<file path="config.mk">
export PLATFORM = sky130hd
export DESIGN_NAME = health_controller
export DESIGN_NICKNAME = d
export VERILOG_FILES = /design/src/rtl/fence_pkg.sv /design/src/rtl/frame_countdown.sv /design/src/rtl/health_controller.sv
export SDC_FILE = /design/constraint.sdc
export NUM_CORES = 1
export LEC_CHECK = 0
export CAP_MARGIN = 10
export CORE_MARGIN = 5
export CORE_UTILIZATION = 60
export DETAILED_ROUTE_END_ITERATION = 7
export PLACE_DENSITY = 0.9
export SYNTH_ARGS = -nofsm -noshare
export SYNTH_HDL_FRONTEND = slang
export SYNTH_HIERARCHICAL = 1
export SYNTH_SLANG_ARGS = --single-unit
</file>
<file path="constraint.sdc">
create_clock -name clk_in -period 4.4 [get_ports clk_in]
set_input_delay 0.88 -clock clk_in [delete_from_list [all_inputs] [get_ports clk_in]]
set_output_delay 0.88 -clock clk_in [all_outputs]
set_load 0.01 [all_outputs]
</file>
<file path="src/rtl/fence_pkg.sv">
// rtl/fence_pkg.sv - shared types and constants for the fencing game logic
//
// Purpose: health controller FSM states, winner encodings, health width and a
// saturating health decrement helper.
// Ports: none (package).

package fence_pkg;

  localparam int HEALTH_W = 3;

  typedef enum logic [1:0] {
    IDLE     = 2'd0,
    PLAY     = 2'd1,
    COOLDOWN = 2'd2,
    OVER     = 2'd3
  } hc_state_t;

  localparam logic [1:0] WIN_NONE = 2'b00;
  localparam logic [1:0] WIN_P1   = 2'b01;
  localparam logic [1:0] WIN_P2   = 2'b10;
  localparam logic [1:0] WIN_DRAW = 2'b11;

  // Health never wraps: a touch at 0 leaves it at 0.
  function automatic logic [HEALTH_W-1:0] sat_dec(input logic [HEALTH_W-1:0] h);
    return (h == '0) ? h : h - HEALTH_W'(1);
  endfunction

endpackage

</file>
<file path="src/rtl/frame_countdown.sv">
// rtl/frame_countdown.sv - loadable frame-driven down-counter with done flag
//
// Purpose: counts down by one on each tick, stops at zero, can be (re)loaded.
// Ports:
//   clk_i       clock
//   rst_i       synchronous active-high reset (count -> 0)
//   load_i      load load_val_i this cycle (wins over tick_i)
//   load_val_i  value to load
//   tick_i      decrement (typically new_frame)
//   done_o      count currently equals DONE_VAL

module frame_countdown #(
  parameter int WIDTH    = 6,
  parameter int DONE_VAL = 1
) (
  input  logic             clk_i,
  input  logic             rst_i,
  input  logic             load_i,
  input  logic [WIDTH-1:0] load_val_i,
  input  logic             tick_i,
  output logic             done_o
);

  logic [WIDTH-1:0] count_q, count_d;

  always_comb begin
    count_d = count_q;
    if (load_i) begin
      count_d = load_val_i;
    end else if (tick_i && (count_q != '0)) begin
      count_d = count_q - WIDTH'(1);
    end
  end

  always_ff @(posedge clk_i) begin
    if (rst_i) begin
      count_q <= '0;
    end else begin
      count_q <= count_d;
    end
  end

  assign done_o = (count_q == WIDTH'(DONE_VAL));

endmodule

</file>
<file path="src/rtl/health_controller.sv">
// rtl/health_controller.sv - fencer health, hit arbitration, cooldown and blink
//
// Purpose: owns both players' health, applies touches, enforces a frame-counted
// post-hit invulnerability window with blinking, and reports round-over/winner.
// Ports:
//   clk_in, rst_in          clock, synchronous active-high reset
//   new_frame_in            one pulse per video frame
//   round_start_in          start/restart a round (wins over coincident hits)
//   hit_p1_in, hit_p2_in    touch pulses
//   health_p1_out/_p2_out   health 0..MAX_HEALTH
//   blink_p1_out/_p2_out    1 = hide that player this frame
//   round_over_out          high in OVER
//   winner_out              WIN_NONE / WIN_P1 / WIN_P2 / WIN_DRAW

module health_controller
  import fence_pkg::*;
#(
  parameter int MAX_HEALTH      = 5,
  parameter int COOLDOWN_FRAMES = 60,
  parameter int BLINK_FRAMES    = 8
) (
  input  logic                clk_in,
  input  logic                rst_in,
  input  logic                new_frame_in,
  input  logic                round_start_in,
  input  logic                hit_p1_in,
  input  logic                hit_p2_in,
  output logic [HEALTH_W-1:0] health_p1_out,
  output logic [HEALTH_W-1:0] health_p2_out,
  output logic                blink_p1_out,
  output logic                blink_p2_out,
  output logic                round_over_out,
  output logic [1:0]          winner_out
);

  localparam int CD_W = $clog2(COOLDOWN_FRAMES + 1);
  localparam int BL_W = (BLINK_FRAMES > 1) ? $clog2(BLINK_FRAMES) : 1;
  localparam logic [CD_W-1:0]     CD_LOAD = CD_W'(COOLDOWN_FRAMES);
  // Blink divider holds frames remaining in the current half-period minus one.
  localparam logic [BL_W-1:0]     BL_LOAD = BL_W'(BLINK_FRAMES - 1);
  localparam logic [HEALTH_W-1:0] H_MAX   = HEALTH_W'(MAX_HEALTH);

  if (MAX_HEALTH < 1 || MAX_HEALTH > 7) begin : g_bad_max_health
    $error("health_controller: MAX_HEALTH must be 1..7");
  end
  if (COOLDOWN_FRAMES < 1) begin : g_bad_cooldown
    $error("health_controller: COOLDOWN_FRAMES must be >= 1");
  end
  if (BLINK_FRAMES < 1) begin : g_bad_blink
    $error("health_controller: BLINK_FRAMES must be >= 1");
  end

  hc_state_t           state_q, state_d;
  logic [HEALTH_W-1:0] h1_q, h1_d, h2_q, h2_d;
  logic [1:0]          blink_q, blink_d;   // bit0 = P1, bit1 = P2
  logic [1:0]          mask_q, mask_d;     // players hit at cooldown entry
  logic                over_q, over_d;
  logic [1:0]          win_q, win_d;

  logic                cd_load, cd_tick, cd_done;
  logic [CD_W-1:0]     cd_val;
  logic                bl_load, bl_tick, bl_done;
  logic [BL_W-1:0]     bl_val;

  logic                hit_any;
  logic [HEALTH_W-1:0] dec1, dec2;

  assign hit_any = hit_p1_in | hit_p2_in;
  assign dec1    = hit_p1_in ? sat_dec(h1_q) : h1_q;
  assign dec2    = hit_p2_in ? sat_dec(h2_q) : h2_q;

  frame_countdown #(.WIDTH(CD_W), .DONE_VAL(1)) u_cooldown (
    .clk_i      (clk_in),
    .rst_i      (rst_in),
    .load_i     (cd_load),
    .load_val_i (cd_val),
    .tick_i     (cd_tick),
    .done_o     (cd_done)
  );

  // Blink divider toggles when its count has run out, then reloads.
  frame_countdown #(.WIDTH(BL_W), .DONE_VAL(0)) u_blink (
    .clk_i      (clk_in),
    .rst_i      (rst_in),
    .load_i     (bl_load),
    .load_val_i (bl_val),
    .tick_i     (bl_tick),
    .done_o     (bl_done)
  );

  always_ff @(posedge clk_in) begin
    if (rst_in) begin
      state_q <= IDLE;
      h1_q    <= H_MAX;
      h2_q    <= H_MAX;
      blink_q <= '0;
      mask_q  <= '0;
      over_q  <= 1'b0;
      win_q   <= WIN_NONE;
    end else begin
      state_q <= state_d;
      h1_q    <= h1_d;
      h2_q    <= h2_d;
      blink_q <= blink_d;
      mask_q  <= mask_d;
      over_q  <= over_d;
      win_q   <= win_d;
    end
  end

  always_comb begin
    state_d = state_q;
    case (state_q)
      IDLE:     if (round_start_in) state_d = PLAY;
      PLAY: begin
        if (round_start_in) begin
          state_d = PLAY;
        end else if (hit_any) begin
          state_d = (dec1 == '0 || dec2 == '0) ? OVER : COOLDOWN;
        end
      end
      COOLDOWN: begin
        if (round_start_in || (new_frame_in && cd_done)) state_d = PLAY;
      end
      OVER:     if (round_start_in) state_d = PLAY;
      default:  state_d = IDLE;
    endcase
  end

  always_comb begin
    h1_d    = h1_q;
    h2_d    = h2_q;
    blink_d = blink_q;
    mask_d  = mask_q;
    over_d  = over_q;
    win_d   = win_q;
    cd_load = 1'b0;
    cd_val  = CD_LOAD;
    cd_tick = 1'b0;
    bl_load = 1'b0;
    bl_val  = BL_LOAD;
    bl_tick = 1'b0;

    if (round_start_in) begin
      h1_d    = H_MAX;
      h2_d    = H_MAX;
      blink_d = '0;
      mask_d  = '0;
      over_d  = 1'b0;
      win_d   = WIN_NONE;
      cd_load = 1'b1;
      cd_val  = '0;
      bl_load = 1'b1;
      bl_val  = '0;
    end else begin
      case (state_q)
        PLAY: begin
          if (hit_any) begin
            h1_d = dec1;
            h2_d = dec2;
            if (state_d == OVER) begin
              over_d = 1'b1;
              if (dec1 == '0 && dec2 == '0) win_d = WIN_DRAW;
              else if (dec2 == '0)          win_d = WIN_P1;
              else                          win_d = WIN_P2;
            end else begin
              mask_d  = {hit_p2_in, hit_p1_in};
              blink_d = {hit_p2_in, hit_p1_in};
              cd_load = 1'b1;
              bl_load = 1'b1;
            end
          end
        end
        COOLDOWN: begin
          // Hits are dropped here; only frames advance the window.
          if (new_frame_in) begin
            cd_tick = 1'b1;
            if (cd_done) begin
              blink_d = '0;
              mask_d  = '0;
            end else if (bl_done) begin
              blink_d = blink_q ^ mask_q;
              bl_load = 1'b1;
            end else begin
              bl_tick = 1'b1;
            end
          end
        end
        default: ;
      endcase
    end
  end

  assign health_p1_out  = h1_q;
  assign health_p2_out  = h2_q;
  assign blink_p1_out   = blink_q[0];
  assign blink_p2_out   = blink_q[1];
  assign round_over_out = over_q;
  assign winner_out     = win_q;

endmodule

</file>
==> qor.yml <==
grt_use_met2_pct: 29.3
number_of_setup_buffers_added_after_cts: 0
critical_path.endpoint: "u_blink/count_q[2]$_SDFFE_PP0P_"
post_route_cell_area_um2: 1990
holdCritPathClass: "flop to flop"
buffer_ports.inserted: 16
crit_path_max_fanout: 12
design.core.area_um2: 2760
largest_net_degree_at_the_start_of_global_routing: 17
std_cell_rows: 19
postCtsHoldBufs: 0
crit_arrival_ns: 3.35
global_route.usage.met3_pct: 2.80
die-area_um2: 4080
layout_common_cells: "sky130_fd_sc_hd__inv_1, sky130_fd_sc_hd__dfxtp_1, sky130_fd_sc_hd__nand2_1, sky130_fd_sc_hd__clkdlybuf4s50_1, sky130_fd_sc_hd__nor2_1"
num_antenna_cells: 0
fp.dieW_um: 63.9
detailed_routing_iteration_count_for_the_pre_antenna_repair_pass: 4
timing.final.hold_violations: 0
final_nets: 241
routed-via-count: 1495
clockBufferDepth: 2
critical_path.reg2reg.endpoint: "u_blink/count_q[2]$_SDFFE_PP0P_"
ys_seq_elements: 24
clock_tree.root_cell: "sky130_fd_sc_hd__clkbuf_4"
synth.avg_cell_area_um2: 8.62
power_per_cell_area_nw_per_um2: 302
max_slew.worst_pin.slew_ns: 0.618
worst-setup-path-type: "input pin to flop"
cap_viol_max_count: 0
cell_with_the_biggest_individual_delay_on_the_critical_path: "sky130_fd_sc_hd__clkdlybuf4s50_1"
first_pass_grt_wire_length_mm: 6.20
tns_ns: 0
fin_worst_skew_ns: 0.0105
fmax_mhz: 317
grt_pass1_vias: 1412
cp_cell_sequence: "clkdlybuf4s50_1 > and2b_4 > mux2i_4 > o221ai_4 > o211a_1 > o21ai_2 > a2bb2oi_2 > nand3b_1 > a31oi_1"
drc_errors: 0
met1_usage_pct: 24.0
drt.antenna.violating_nets: 0
routed_wirelength_mm: 3.56
worstPathRequired_ns: 4.59
synth_area_um2: 1740
r2r_slack_ns: 1.35
depth_of_the_critical_timing_path_with_buffers_and_inverters_included: 9
yosysUniqueCellTypes: 60
synth_top_flop_cell: "sky130_fd_sc_hd__dfxtp_1"
worst_ir_drop_vdd_mv: 0.225
post_cts_resize_count: 0
worstSetupStartpointType: "input pin"
synth-edff-count: 0
slowest_delay_ns: 0.60
synth_seq_area_share_pct: 27.6
initial_utilization_pct: 63.1
post_syn_instances: 202
cts.reportedPaths.clkPinSlew_ns: 0.14
clock_period_minus_final_worst_setup_slack_ns: 3.16
critPathBufInv: 1
fp.dieH_um: 63.9
ctsHtreeMaxLevel: 1
via_per_inst: 5.96
timing.final.setup_violations: 0
critPathLaunch: "hit_p1_in"
detailed_place_hpwl_mm: 2.69
antenna_violations_before_repair: 0
globalRoute.busiestLayer: "met2"
detailedRoute.firstIterationViolations: 84
grt.total_usage_pct: 18.3
critical_path.reg2reg.startpoint: "health_p1_out[0]$_SDFFE_PP1P_"
setup_repair_after_global_routing_missed_its_margin: "false"
drive_gt1_share_pct: 11.8
setup.worst_path.end_class: "flop"
power.static_leakage_nw: 0.825
syn_to_final_growth_pct: 14.2
cts_tree: "built"
postPlaceCellArea_um2: 1930
critical-path-top-delay-family: "compound AO/OA/AOI/OAI gates"
postSynth.asyncResetShare_pct: 0
synth.yosys.warnings: 6
cts_num_sinks: 24
tritoncts.num_buffers: 3
floorplan.io_pins: 17
wire_per_inst_um: 14.2
routabilityCongestion: 0.863
post_route_fraction_of_the_period_consumed_by_the_critical_path_pct: 71.8
r2r.worst_path.cells: 11
clock_insertion_delay_worst_skew_ns: 0.32
grt_overflow_total: 0
status: "complete, no violations"
maxSlewHeadroom_pct: 58.7
report.final.slew_viol_count: 0
[cell families after synthesis]
kind of cell    count (synthesis)  synth area share, %
buf+inv                        28                 6.11
compound gates                 50                 24.0
fa+ha+maj                      14                 10.1
mux                             4                 3.02
simple gates                   78                 27.5
other cells                     1                0.215
xor+xnor                        3                 1.51
flops                          24                 27.6
[registers in the layout, indices dropped and copies added (netlist names), 2 cells and up]
register / cells
health_p2_out: 3
winner_out: 2
blink_q: 2
state_q: 2
u_blink/count_q: 3
mask_q: 2
u_cooldown/count_q: 6
health_p1_out: 3
[cells in the mapped netlist, types with 2 or more instances]
master / n / area share (%)
sky130_fd_sc_hd__nor2_1: 15 / 3.2
sky130_fd_sc_hd__o21a_1: 2 / 0.86
sky130_fd_sc_hd__nand3_1: 4 / 1.2
sky130_fd_sc_hd__o21ai_0: 6 / 1.7
sky130_fd_sc_hd__nor3_1: 4 / 1.2
sky130_fd_sc_hd__a311oi_1: 2 / 1.0
sky130_fd_sc_hd__a221oi_1: 2 / 1.0
sky130_fd_sc_hd__nand4_1: 2 / 0.72
sky130_fd_sc_hd__mux2i_1: 3 / 1.7
sky130_fd_sc_hd__nor2b_1: 2 / 0.72
sky130_fd_sc_hd__a31oi_1: 2 / 0.72
sky130_fd_sc_hd__o211ai_1: 5 / 2.2
sky130_fd_sc_hd__a211oi_1: 2 / 0.86
sky130_fd_sc_hd__xnor2_1: 3 / 1.5
sky130_fd_sc_hd__and4bb_1: 2 / 1.4
sky130_fd_sc_hd__or2_2: 3 / 1.1
sky130_fd_sc_hd__clkbuf_1: 2 / 0.43
sky130_fd_sc_hd__nand3b_1: 5 / 2.2
sky130_fd_sc_hd__ha_1: 14 / 10
sky130_fd_sc_hd__a32o_2: 2 / 1.3
sky130_fd_sc_hd__inv_1: 24 / 5.2
sky130_fd_sc_hd__or3_1: 5 / 1.8
sky130_fd_sc_hd__a21oi_1: 6 / 1.7
sky130_fd_sc_hd__nand2b_1: 2 / 0.72
sky130_fd_sc_hd__nand2_1: 19 / 4.1
sky130_fd_sc_hd__dfxtp_1: 24 / 28
sky130_fd_sc_hd__a21o_1: 2 / 0.86
sky130_fd_sc_hd__o21ai_1: 3 / 0.86
sky130_fd_sc_hd__nor3_4: 2 / 1.9
sky130_fd_sc_hd__a2bb2oi_1: 2 / 1.0
sky130_fd_sc_hd__nor4_1: 2 / 0.72
[routing by layer]
metal	share of wire [%]	up-vias
met5	0	-
met4	1.5	0
met3	5.1	4
met2	47	43
met1	47	688
li1	-	760
[where the power goes]
| part | switching (mW) | internal (mW) | leakage, nW |
|---|---|---|---|
| combinational | 0.105 | 0.0817 | 0.601 |
| sequential | 0.0180 | 0.234 | 0.196 |
| clock | 0.0690 | 0.0921 | 0.0279 |
| total | 0.192 | 0.408 | 0.825 |
[metrics by stage]
stage	utilization, %	setup slack [ns]	cells	power (mW)	hold slack, ns
finish	72.1	1.24	251	0.600	0.455
global route	72.1	1.12	251	0.640	0.502
global placement	70.1	1.03	247	0.435	0.434
floorplan	-	1.73	203	0.393	0.470
detailed placement	70.1	0.923	247	0.440	0.439
CTS	72.1	1.27	251	0.605	0.459
[worst min-delay path by stage]
stage	to	cells past startpoint	slack, ns	start
2_1_floorplan	round_over_out$_SDFFE_PP0P_	2	0.47	round_over_out$_SDFFE_PP0P_
3_3_place_gp	round_over_out$_SDFFE_PP0P_	2	0.43	round_over_out$_SDFFE_PP0P_
3_5_place_dp	round_over_out$_SDFFE_PP0P_	2	0.44	round_over_out$_SDFFE_PP0P_
4_1_cts	round_over_out$_SDFFE_PP0P_	2	0.46	round_over_out$_SDFFE_PP0P_
5_1_grt	round_over_out$_SDFFE_PP0P_	2	0.50	round_over_out$_SDFFE_PP0P_
6_report	round_over_out$_SDFFE_PP0P_	2	0.45	round_over_out$_SDFFE_PP0P_
[final cells by class]
type,instances,area (µm²)
multi-input cells,151,1160
clock inverters,1,30.0
fillers,208,771
repair buffers,17,168
well taps,31,38.8
clock buffers,3,22.5
flip-flops and latches,24,480
inverters,24,90.1
[worst register-to-register path, delay by kind of cell (launching register included)]
kind	cells	cell delay [ns]
adder cells (fa/ha/maj)	2	0.47
AND/OR/NAND/NOR	2	0.43
buffers and inverters	1	0.07
multiplexers	1	0.27
flip-flops	1	0.45
AO/OA/AOI/OAI	5	1.23
(Power assumes the default switching activity.)
